<file path="src/rtl/mole_link_pkg.sv">
// Shared definitions for the whack-a-mole host link.
// Contents: command byte codes, the "no mole" code, the RX and TX state
// types, and is_legal_mole(), which accepts a byte only when its top three
// bits are zero and at most one mole bit is set.
package mole_link_pkg;

    localparam logic [7:0] CMD_START = 8'h53;
    localparam logic [7:0] CMD_HIT   = 8'h48;
    localparam logic [4:0] MOLE_NONE = 5'b00000;

    typedef enum logic [1:0] {R_IDLE, R_START, R_DATA, R_STOP} rx_state_t;
    typedef enum logic [1:0] {T_IDLE, T_START, T_DATA, T_STOP} tx_state_t;

    // At most one mole bit set: clearing the lowest set bit must leave zero.
    function automatic logic is_legal_mole(input logic [7:0] b);
        return (b[7:5] == 3'b000) && ((b[4:0] & (b[4:0] - 5'd1)) == 5'd0);
    endfunction

endpackage

</file>
<file path="src/rtl/uart_rx_core.sv">
// 8N1 UART receiver: 2-FF synchroniser, start-bit validation at mid-bit,
// 8 LSB-first data samples, single stop-bit sample.
// Ports:
//   clock, reset    system clock, async active-low reset
//   rx_pin          asynchronous serial input, idle high
//   rx_byte[7:0]    last received byte (valid when rx_valid pulses)
//   rx_valid        one-cycle pulse: stop bit high, rx_byte is good
//   rx_ferr         one-cycle pulse: stop bit sampled low, byte dropped
//
// state   | meaning
// R_IDLE  | line high, waiting for a low level
// R_START | half-bit wait, then confirm the start bit is still low
// R_DATA  | sampling 8 data bits, one per bit period
// R_STOP  | sampling the stop bit
module uart_rx_core
    import mole_link_pkg::*;
#(
    parameter int CLKS_PER_BIT = 10417
) (
    input  logic       clock,
    input  logic       reset,
    input  logic       rx_pin,
    output logic [7:0] rx_byte,
    output logic       rx_valid,
    output logic       rx_ferr
);

    localparam int CW = $clog2(CLKS_PER_BIT);
    localparam logic [CW-1:0] BAUD_LAST = CW'(CLKS_PER_BIT - 1);
    localparam logic [CW-1:0] BAUD_HALF = CW'(CLKS_PER_BIT / 2 - 1);

    logic          sync_a, sync_b;
    rx_state_t     state, state_n;
    logic [CW-1:0] baud, baud_n;
    logic [2:0]    bit_cnt, bit_n;
    logic [7:0]    data_n;
    logic          valid_n, ferr_n;

    always_ff @(posedge clock or negedge reset) begin
        if (!reset) begin
            sync_a   <= 1'b1;
            sync_b   <= 1'b1;
            state    <= R_IDLE;
            baud     <= '0;
            bit_cnt  <= '0;
            rx_byte  <= '0;
            rx_valid <= 1'b0;
            rx_ferr  <= 1'b0;
        end else begin
            sync_a   <= rx_pin;
            sync_b   <= sync_a;
            state    <= state_n;
            baud     <= baud_n;
            bit_cnt  <= bit_n;
            rx_byte  <= data_n;
            rx_valid <= valid_n;
            rx_ferr  <= ferr_n;
        end
    end

    always_comb begin
        state_n = state;
        baud_n  = baud;
        bit_n   = bit_cnt;
        data_n  = rx_byte;
        valid_n = 1'b0;
        ferr_n  = 1'b0;
        case (state)
            R_IDLE: begin
                baud_n = '0;
                if (!sync_b) state_n = R_START;
            end
            R_START: begin
                if (baud == BAUD_HALF) begin
                    baud_n  = '0;
                    bit_n   = '0;
                    state_n = sync_b ? R_IDLE : R_DATA;
                end else begin
                    baud_n = baud + 1'b1;
                end
            end
            R_DATA: begin
                if (baud == BAUD_LAST) begin
                    baud_n = '0;
                    data_n = {sync_b, rx_byte[7:1]};
                    if (bit_cnt == 3'd7) state_n = R_STOP;
                    else                 bit_n   = bit_cnt + 1'b1;
                end else begin
                    baud_n = baud + 1'b1;
                end
            end
            R_STOP: begin
                if (baud == BAUD_LAST) begin
                    baud_n  = '0;
                    state_n = R_IDLE;
                    valid_n = sync_b;
                    ferr_n  = !sync_b;
                end else begin
                    baud_n = baud + 1'b1;
                end
            end
            default: state_n = R_IDLE;
        endcase
    end

endmodule

</file>
<file path="src/rtl/mole_host_link.sv">
// Host-end protocol engine for the whack-a-mole UART link.
// Receives mole-position bytes, validates them, tracks the current mole,
// qualifies hit buttons (one 'H' per mole appearance) and serialises the
// 'S'/'H' command bytes back to the game board.
// Optional feature: define MOLE_LINK_STATS_EN to add hit_count/err_count.
// Ports:
//   clock, reset        system clock, async active-low reset
//   uart_rx_pin         serial in from the game (idle high)
//   uart_tx_pin         serial out to the game (idle high)
//   start_req           one-cycle start request -> 'S'
//   hit_btn[4:0]        one-cycle mole button pulses
//   mole_position[4:0]  last accepted mole code
//   mole_update         pulse when mole_position is written
//   frame_error         pulse: stop bit low
//   proto_error         pulse: well-framed byte that is not a mole code
//   tx_busy             high while a command frame is on the line
//   hit_count, err_count  (MOLE_LINK_STATS_EN only) saturating counters
//
// state   | meaning
// T_IDLE  | line high; load 'S' (priority) or 'H' when pending
// T_START | start bit
// T_DATA  | 8 data bits, LSB first
// T_STOP  | stop bit; may chain straight into the next frame
module mole_host_link
    import mole_link_pkg::*;
#(
    parameter int CLKS_PER_BIT = 10417
) (
    input  logic       clock,
    input  logic       reset,
    input  logic       uart_rx_pin,
    output logic       uart_tx_pin,
    input  logic       start_req,
    input  logic [4:0] hit_btn,
    output logic [4:0] mole_position,
    output logic       mole_update,
    output logic       frame_error,
    output logic       proto_error,
`ifdef MOLE_LINK_STATS_EN
    output logic [7:0] hit_count,
    output logic [7:0] err_count,
`endif
    output logic       tx_busy
);

    localparam int CW = $clog2(CLKS_PER_BIT);
    localparam logic [CW-1:0] BAUD_LAST = CW'(CLKS_PER_BIT - 1);

    logic [7:0] rx_byte;
    logic       rx_valid;
    logic       rx_legal;
    logic       hit_armed, hit_pend, start_pend, hit_qual;

    tx_state_t     state, state_n;
    logic [CW-1:0] baud, baud_n;
    logic [2:0]    bit_cnt, bit_n;
    logic [7:0]    shreg, sh_n;
    logic          line_n, busy_n, take_s, take_h;

    uart_rx_core #(.CLKS_PER_BIT(CLKS_PER_BIT)) u_rx (
        .clock    (clock),
        .reset    (reset),
        .rx_pin   (uart_rx_pin),
        .rx_byte  (rx_byte),
        .rx_valid (rx_valid),
        .rx_ferr  (frame_error)
    );

    assign rx_legal = is_legal_mole(rx_byte);
    // Judged against the current (old) mole_position even when an update lands.
    assign hit_qual = hit_armed && |(hit_btn & mole_position);

    always_ff @(posedge clock or negedge reset) begin
        if (!reset) begin
            mole_position <= MOLE_NONE;
            mole_update   <= 1'b0;
            proto_error   <= 1'b0;
            hit_armed     <= 1'b0;
            hit_pend      <= 1'b0;
            start_pend    <= 1'b0;
        end else begin
            mole_update <= 1'b0;
            proto_error <= 1'b0;
            if (take_h)   hit_pend <= 1'b0;
            if (hit_qual) begin
                hit_pend  <= 1'b1;
                hit_armed <= 1'b0;
            end
            if (rx_valid) begin
                if (rx_legal) begin
                    mole_position <= rx_byte[4:0];
                    mole_update   <= 1'b1;
                    hit_armed     <= |rx_byte[4:0];  // overrides the disarm above
                end else begin
                    proto_error <= 1'b1;
                end
            end
            // A request arriving while 'S' is still pending merges into it.
            if (take_s)         start_pend <= 1'b0;
            else if (start_req) start_pend <= 1'b1;
        end
    end

    always_ff @(posedge clock or negedge reset) begin
        if (!reset) begin
            state       <= T_IDLE;
            baud        <= '0;
            bit_cnt     <= '0;
            shreg       <= '0;
            uart_tx_pin <= 1'b1;
            tx_busy     <= 1'b0;
        end else begin
            state       <= state_n;
            baud        <= baud_n;
            bit_cnt     <= bit_n;
            shreg       <= sh_n;
            uart_tx_pin <= line_n;
            tx_busy     <= busy_n;
        end
    end

    always_comb begin
        state_n = state;
        baud_n  = baud;
        bit_n   = bit_cnt;
        sh_n    = shreg;
        line_n  = uart_tx_pin;
        busy_n  = tx_busy;
        take_s  = 1'b0;
        take_h  = 1'b0;
        case (state)
            T_IDLE: begin
                line_n = 1'b1;
                busy_n = 1'b0;
                baud_n = '0;
                if (start_pend || hit_pend) begin
                    take_s  = start_pend;
                    take_h  = !start_pend;
                    sh_n    = start_pend ? CMD_START : CMD_HIT;
                    state_n = T_START;
                    line_n  = 1'b0;
                    busy_n  = 1'b1;
                end
            end
            T_START: begin
                if (baud == BAUD_LAST) begin
                    baud_n  = '0;
                    bit_n   = '0;
                    state_n = T_DATA;
                    line_n  = shreg[0];
                end else begin
                    baud_n = baud + 1'b1;
                end
            end
            T_DATA: begin
                if (baud == BAUD_LAST) begin
                    baud_n = '0;
                    if (bit_cnt == 3'd7) begin
                        state_n = T_STOP;
                        line_n  = 1'b1;
                    end else begin
                        bit_n  = bit_cnt + 1'b1;
                        sh_n   = {1'b0, shreg[7:1]};
                        line_n = shreg[1];
                    end
                end else begin
                    baud_n = baud + 1'b1;
                end
            end
            T_STOP: begin
                if (baud == BAUD_LAST) begin
                    baud_n = '0;
                    // Chain directly into the next frame with no idle bit.
                    if (start_pend || hit_pend) begin
                        take_s  = start_pend;
                        take_h  = !start_pend;
                        sh_n    = start_pend ? CMD_START : CMD_HIT;
                        state_n = T_START;
                        line_n  = 1'b0;
                    end else begin
                        state_n = T_IDLE;
                        line_n  = 1'b1;
                        busy_n  = 1'b0;
                    end
                end else begin
                    baud_n = baud + 1'b1;
                end
            end
            default: state_n = T_IDLE;
        endcase
    end

`ifdef MOLE_LINK_STATS_EN
    always_ff @(posedge clock or negedge reset) begin
        if (!reset) begin
            hit_count <= '0;
            err_count <= '0;
        end else begin
            if (take_h && hit_count != 8'hFF)                     hit_count <= hit_count + 1'b1;
            if ((frame_error || proto_error) && err_count != 8'hFF) err_count <= err_count + 1'b1;
        end
    end
`endif

endmodule

</file>
<file path="config.mk">
export PLATFORM = sky130hd
export DESIGN_NAME = mole_host_link
export DESIGN_NICKNAME = d
export VERILOG_FILES = /design/src/rtl/mole_link_pkg.sv /design/src/rtl/uart_rx_core.sv /design/src/rtl/mole_host_link.sv
export SDC_FILE = /design/constraint.sdc
export NUM_CORES = 1
export LEC_CHECK = 0
export BUFFER_PORTS_ARGS = -buffer_cell sky130_fd_sc_hd__buf_2
export CAP_MARGIN = 25
export CORE_UTILIZATION = 35
export DETAILED_ROUTE_END_ITERATION = 8
export PLACE_DENSITY = 0.62
export SLEW_MARGIN = 20
export SYNTH_ARGS = -nofsm -noshare
export SYNTH_HDL_FRONTEND = slang
export SYNTH_SLANG_ARGS = --single-unit
</file>
<file path="constraint.sdc">
create_clock -name clock -period 2.1 [get_ports clock]
set_clock_uncertainty 0.2 [all_clocks]
set_input_delay 0.42 -clock clock [delete_from_list [all_inputs] [get_ports clock]]
set_output_delay 0.42 -clock clock [all_outputs]
set_load 0.03 [all_outputs]
</file>
# --- Word-level counts from Yosys, hierarchy flattened ---
# Index checks and enable logic that the tools add are counted.
classes:
  add_sub_neg: 5
  n_mul: 0
  div: 0
  order_cmp: 0
  eq_ne: 24
  n_shift: 0
  n_mux: 64
  bitwise_logic: 2
  reduce_logical: 28
op_table:
  columns: ["op", "count"]
  rows:
  - ["$mux 14", 3]
  - ["$pmux 14 s3", 1]
  - ["$mux 8", 4]
  - ["$add 14x1->14 const B", 2]
  - ["$eq 14x14->1 const B", 2]
  - ["$mux 1", 28]
  - ["$pmux 14 s2", 1]
  - ["$pmux 8 s3", 1]
  - ["$mux 2", 11]
  - ["$mux 3", 6]
  - ["$ne 2x2->1 const B", 9]
  - ["$pmux 2 s4", 2]
  - ["$eq 14x13->1 const B", 1]
  - ["$pmux 3 s2", 2]
  - ["$reduce_and 4->1", 3]
  - ["$and 5x5->5", 2]
  - ["$reduce_and 5->1", 2]
  - ["$reduce_bool 2->1", 5]
  - ["$reduce_or 5->1", 2]
  - ["$eq 2x2->1 const B", 4]
  - ["$ne 2x1->1 const B", 4]
  - ["$add 3x1->3 const B", 2]
  - ["$eq 3x3->1 const B", 2]
  - ["$pmux 1 s2", 3]
  - ["other kinds (15)", 21]
totals:
  regBits: 70
  latch_bits: 0
  ram_bits: 0
  rom_bits: 0
  in_bits: 9
  output_inout_bits: 10
  elab_cells: 143
  n_memories: 0

# --- Depth between registers and ports, before layout ---
logic_depth:
  depth_word: 6
  mapped_depth: 8
  mapped_depth_nobuf: 6

# --- Hierarchy ---
# A second synthesis with hierarchy kept.
unflattened:
  cells_unflattened: 325
  area_unflattened_um2: 3490.8
by_module_without_submodules:
  columns: ["module", "n_inst", "cells_per_inst", "area_each_um2", "seq_area_each_um2"]
  rows:
  - ["mole_host_link", 1, 194, 1965.6, 952.2]
  - ["uart_rx_core", 1, 131, 1525.2, 778.2]

# --- Worst setup path after synthesis ---
# Ideal clock, no wire load.
synth_timing:
  kind: "flip-flop to flip-flop"
  start: "register baud[10]"
  end: "register state[0]"
  setup_ns: 0.120
  arrival_time_ns: 1.951
  required_ns: 1.780
  slack_ns: -0.171
  path_stages_with_launch: 6
  n_path_buf: 1
  synth_period_minus_slack_ns: 2.271
  cell_sequence: "dfrtp_1 -> or4_4 -> or4_4 -> buf_6 -> a211o_1 -> o211a_1"
synth_via:
  elab_chain_cells: 3
  elab_cells_between_ends: 5
  classes_between: "eq/ne (4); reduce/logical (1)"
synth_rtl:
  columns: ["item", "line", "source"]
  rows:
  - ["from (decl)", "mole_host_link.sv:55", "logic [CW-1:0] baud, baud_n;"]
  - ["from (signal assigned)", "mole_host_link.sv:114", "baud <= baud_n;"]
  - ["$eq 14x14->1 *", "mole_host_link.sv:146, mole_host_link.sv:156, mole_host_link.sv:171", null]
  - ["$ne 2x2->1 (no source line)", null, null]
  - ["$reduce_and 5->1 (no source line) *", null, null]
  - ["to (signal assigned)", "mole_host_link.sv:113", "state <= state_n;"]
  - ["to (decl)", "mole_host_link.sv:54", "tx_state_t state, state_n;"]
# Mark *: on every way between the ends. The rest lies on a longest branch, timed or not.
# A chain may end at the register's enable or synchronous reset.

# --- Worst setup path in the final report ---
layout_timing:
  start: "register baud[8]"
  end: "register state[0]"
# The elaborated chain is that of the path after synthesis.

==> impl_metrics.py <==
metrics = {
    "outcome": {
        "status": "complete, but fails checks",
        "failed_checks": "setup timing",
    },
    "cts": {
        "cts_tree": "done",
        "root_buffer": "clkbuf_8",
        "cts_buffers": 9,
        "clkSinkCount": 69,
        "h-tree-depth": 3,
        "cts_buffer_depth": 2,
        "clk_pin_slew_worst_paths_ps": 70,
        "clkLatencyLatePin_ps": 330,
    },
    "finish": {
        "final_nets": 415,
        "syn_to_final_growth_pct": 24.08,
        "nFillCells": 909,
        "fin_cells": 528,
        "antenna_cells": 0,
        "drive_gt1_frac": 0.2732,
        "finalCoreUtilization": 0.4547,
        "design_area_um2": 4262,
    },
    "setup_path": {
        "crit_path_top_delay_cell": "or4_4",
        "r2r_end": "state[0]",
        "r2r_slack_ps": -90,
        "worstPathMaxFanout": 4,
        "cp.required_ps": 2130,
        "cpPeakStageDelay_ps": 570,
        "worst_setup_path_start_kind": "flip-flop",
        "r2r_cells": 4,
        "path_cells": "or4b_4 -> or4_4 -> a211o_1 -> o211a_1",
        "criticalPathCategory": "reg2reg",
        "cp.arrival_ps": 2220,
        "crit-reg2reg-launch": "baud[8]",
        "cp-end-kind": "flip-flop",
    },
    "global_routing": {
        "use_met1": 0.1711,
        "antenna_found_initial": 0,
        "gr-total-overflow": 0,
        "top_usage_layer": "met2",
        "grt_max_degree": 70,
        "grt_pass1_vias": 2609,
        "grt_pass1_wl_um": 11480,
        "use_met2": 0.2391,
        "grtUsageTotal": 0.1433,
        "met3_usage": 0.04577,
    },
    "routing": {
        "drcViolationCount": 0,
        "wire_per_inst_um": 12.07,
        "dr.first_iter.drc_count": 96,
        "vias_per_cell": 4.875,
        "drt_first_pass_iters": 4,
        "vias": 2574,
        "antenna_left": 0,
        "wl_um": 6372,
    },
    "job": {
        "drv_cap": 0,
    },
    "die": {
        "row_count": 35,
        "start_util": 0.3665,
        "coreArea_um2": 9371,
        "die_y_um": 101.1,
        "die_width_um": 101.1,
        "die-area_um2": 10210,
        "ioPinCount": 19,
    },
    "logic_synthesis": {
        "synth_ff_type": "dfrtp_1",
        "yosysMostFrequentCell": "dfrtp_1",
        "synth_area_leaders": "dfrtp_1, mux2_2, ha_1, xnor2_1, nor2_1",
        "synth_fp_nets": 353,
        "yosysSeqAreaShare": 0.5038,
        "synthTopCellsByCount": "dfrtp_1, nor2_1, nand2_1",
        "ys.warnings.count": 0,
        "synth_edf_count": 0,
        "ys_ff_latch": 69,
        "syn_inst": 332,
        "synth.largest_area_cell": "dfrtp_1",
        "ys_types": 54,
        "synth-async-reset-ratio": 1.000,
        "synth_top_area_frac": 0.4809,
        "syn_area_um2": 3435,
        "avgSynthCellArea_um2": 10.35,
    },
    "timing": {
        "setup-tns-final_ps": -1267,
        "fin_crit_ps": 2194,
        "hold_ws_ps": 106.6,
        "post-route-period-util": 1.045,
        "drv_slew": 0,
        "hold_violations": 0,
        "max_freq_ghz": 0.4558,
        "worst_pin_slew_ps": 377.0,
        "worst_slack_ps": -93.91,
        "setup_viol": 25,
        "rsz0062_at_grt": "true",
        "relSlewSlack": 0.7463,
    },
    "placement": {
        "post-place-ws_ps": -128.8,
        "placed_area_um2": 3930,
        "dpl.hpwl_um": 4494,
        "io_buffers": 18,
        "dp.cells": 507,
        "gp_congestion": 0.7612,
    },
    "min_path": {
        "min_from": "start_req",
        "holdPathStages": 2,
        "whs_endpoint": "start_pend",
        "hold_class": "in2reg",
    },
    "power_and_ir_drop": {
        "power_density_nw_per_um2": 948.8,
        "power_mw": 4.044,
        "vdd_drop_max_mv": 0.4201,
        "power_leakage_nw": 1.961,
    },
}
[metal layers]
layer | vias up | wire length (um)
met4 | 0 | 72
met3 | 4 | 163
met5 | - | 0
li1 | 1288 | -
met2 | 24 | 3183
met1 | 1258 | 2952
[area by class of cell]
type	instances	area, um2	area share
sequential	69	1730	0.4060
multi-input combinational	236	1648	0.3867
timing repair buffer	59	426.7	0.1001
tap	129	161.4	0.03787
clock buffer	10	137.6	0.03230
clock inverter	6	86.33	0.02026
inverter	19	71.32	0.01674
[critical path, delay by kind of cell (launching register included)]
family	cells	cell delay (ps)
AO/OA/AOI/OAI	2	390
AND/OR/NAND/NOR	2	1120
flip-flops	1	380
[repair_timing]
| action | in CTS | in global routing |
|---|---|---|
| endpoints found under the setup margin | 30 | 34 |
| resized for setup | 11 | 7 |
| buffers inserted | 2 | 1 |
| endpoints found under the hold margin | 67 | 0 |
| pin swaps | 9 | 8 |
| cloned | 0 | 0 |
| hold buffers | 2 | 0 |
[registers in the layout, summed over array words and instances, names as in the netlist, named ones only]
signal and cells:
baud 14, bit_cnt 3, hit_armed 1, hit_pend 1, mole_position 5, mole_update 1
proto_error 1, shreg 7, start_pend 1, state 2, tx_busy 1, u_rx.baud 14
u_rx.bit_cnt 3, u_rx.rx_byte 8, u_rx.rx_ferr 1, u_rx.rx_valid 1, u_rx.state 1, u_rx.sync_a 1
u_rx.sync_b 1, uart_tx_pin 1
[power breakdown]
| group | leakage [nW] | switching, mW | total [mW] | internal (mW) |
|---|---|---|---|---|
| sequential | 0.908 | 0.0837 | 1.54 | 1.46 |
| combinational | 0.941 | 0.668 | 1.32 | 0.649 |
| clock | 0.112 | 0.483 | 1.18 | 0.698 |
| total | 1.96 | 1.24 | 4.04 | 2.81 |
[placed cells by master (no fill, tap or decap), types with 2 or more instances in the layout]
master / n
dfrtp_1: 66
nor2_1: 37
buf_4: 35
nand2_1: 26
inv_1: 19
buf_2: 18
xnor2_1: 16
nor3_1: 14
nand3_1: 13
mux2_2: 13
ha_1: 12
clkbuf_8: 10
o21ai_0: 9
a21oi_1: 6
xor2_1: 6
nand2b_1: 5
nand4_1: 5
nor4_1: 5
mux2_4: 5
and2_1: 4
mux2i_1: 4
nor2b_1: 4
o21ai_2: 4
or3_1: 3
o21ai_1: 3
a22o_1: 3
buf_6: 3
dfstp_2: 3
nor4b_1: 2
and3b_1: 2
a22oi_1: 2
or4_4: 2
and4_1: 2
a31oi_1: 2
o22ai_1: 2
o22a_1: 2
a221o_1: 2
clkinv_2: 2
bufinv_16: 2
dlygate4sd3_1: 2
[how the worst max path moves through the flow]
stage                  start  slack [ps]        to
floorplan            baud[9]        -150  state[0]
CTS                 baud[12]         -80  state[0]
global route         baud[8]        -120  state[0]
detailed placement  baud[12]        -130  shreg[1]
finish               baud[8]         -90  state[0]
global placement    baud[12]         -70  shreg[1]
[logic make-up (layout without fill, tap and decap cells)]
family / Yosys count / after routing / synth area share
and+or+nand+nor: 133 / 133 / 0.2000
DFF: 69 / 69 / 0.5038
AOI/OAI and AO/OA: 46 / 46 / 0.08962
buffers and inverters: 27 / 94 / 0.03315
xor gates and xnor gates: 22 / 22 / 0.05610
muxes: 22 / 22 / 0.07067
adders and majority gates: 13 / 13 / 0.04663
Note: power is estimated with default switching activity, not from simulation.
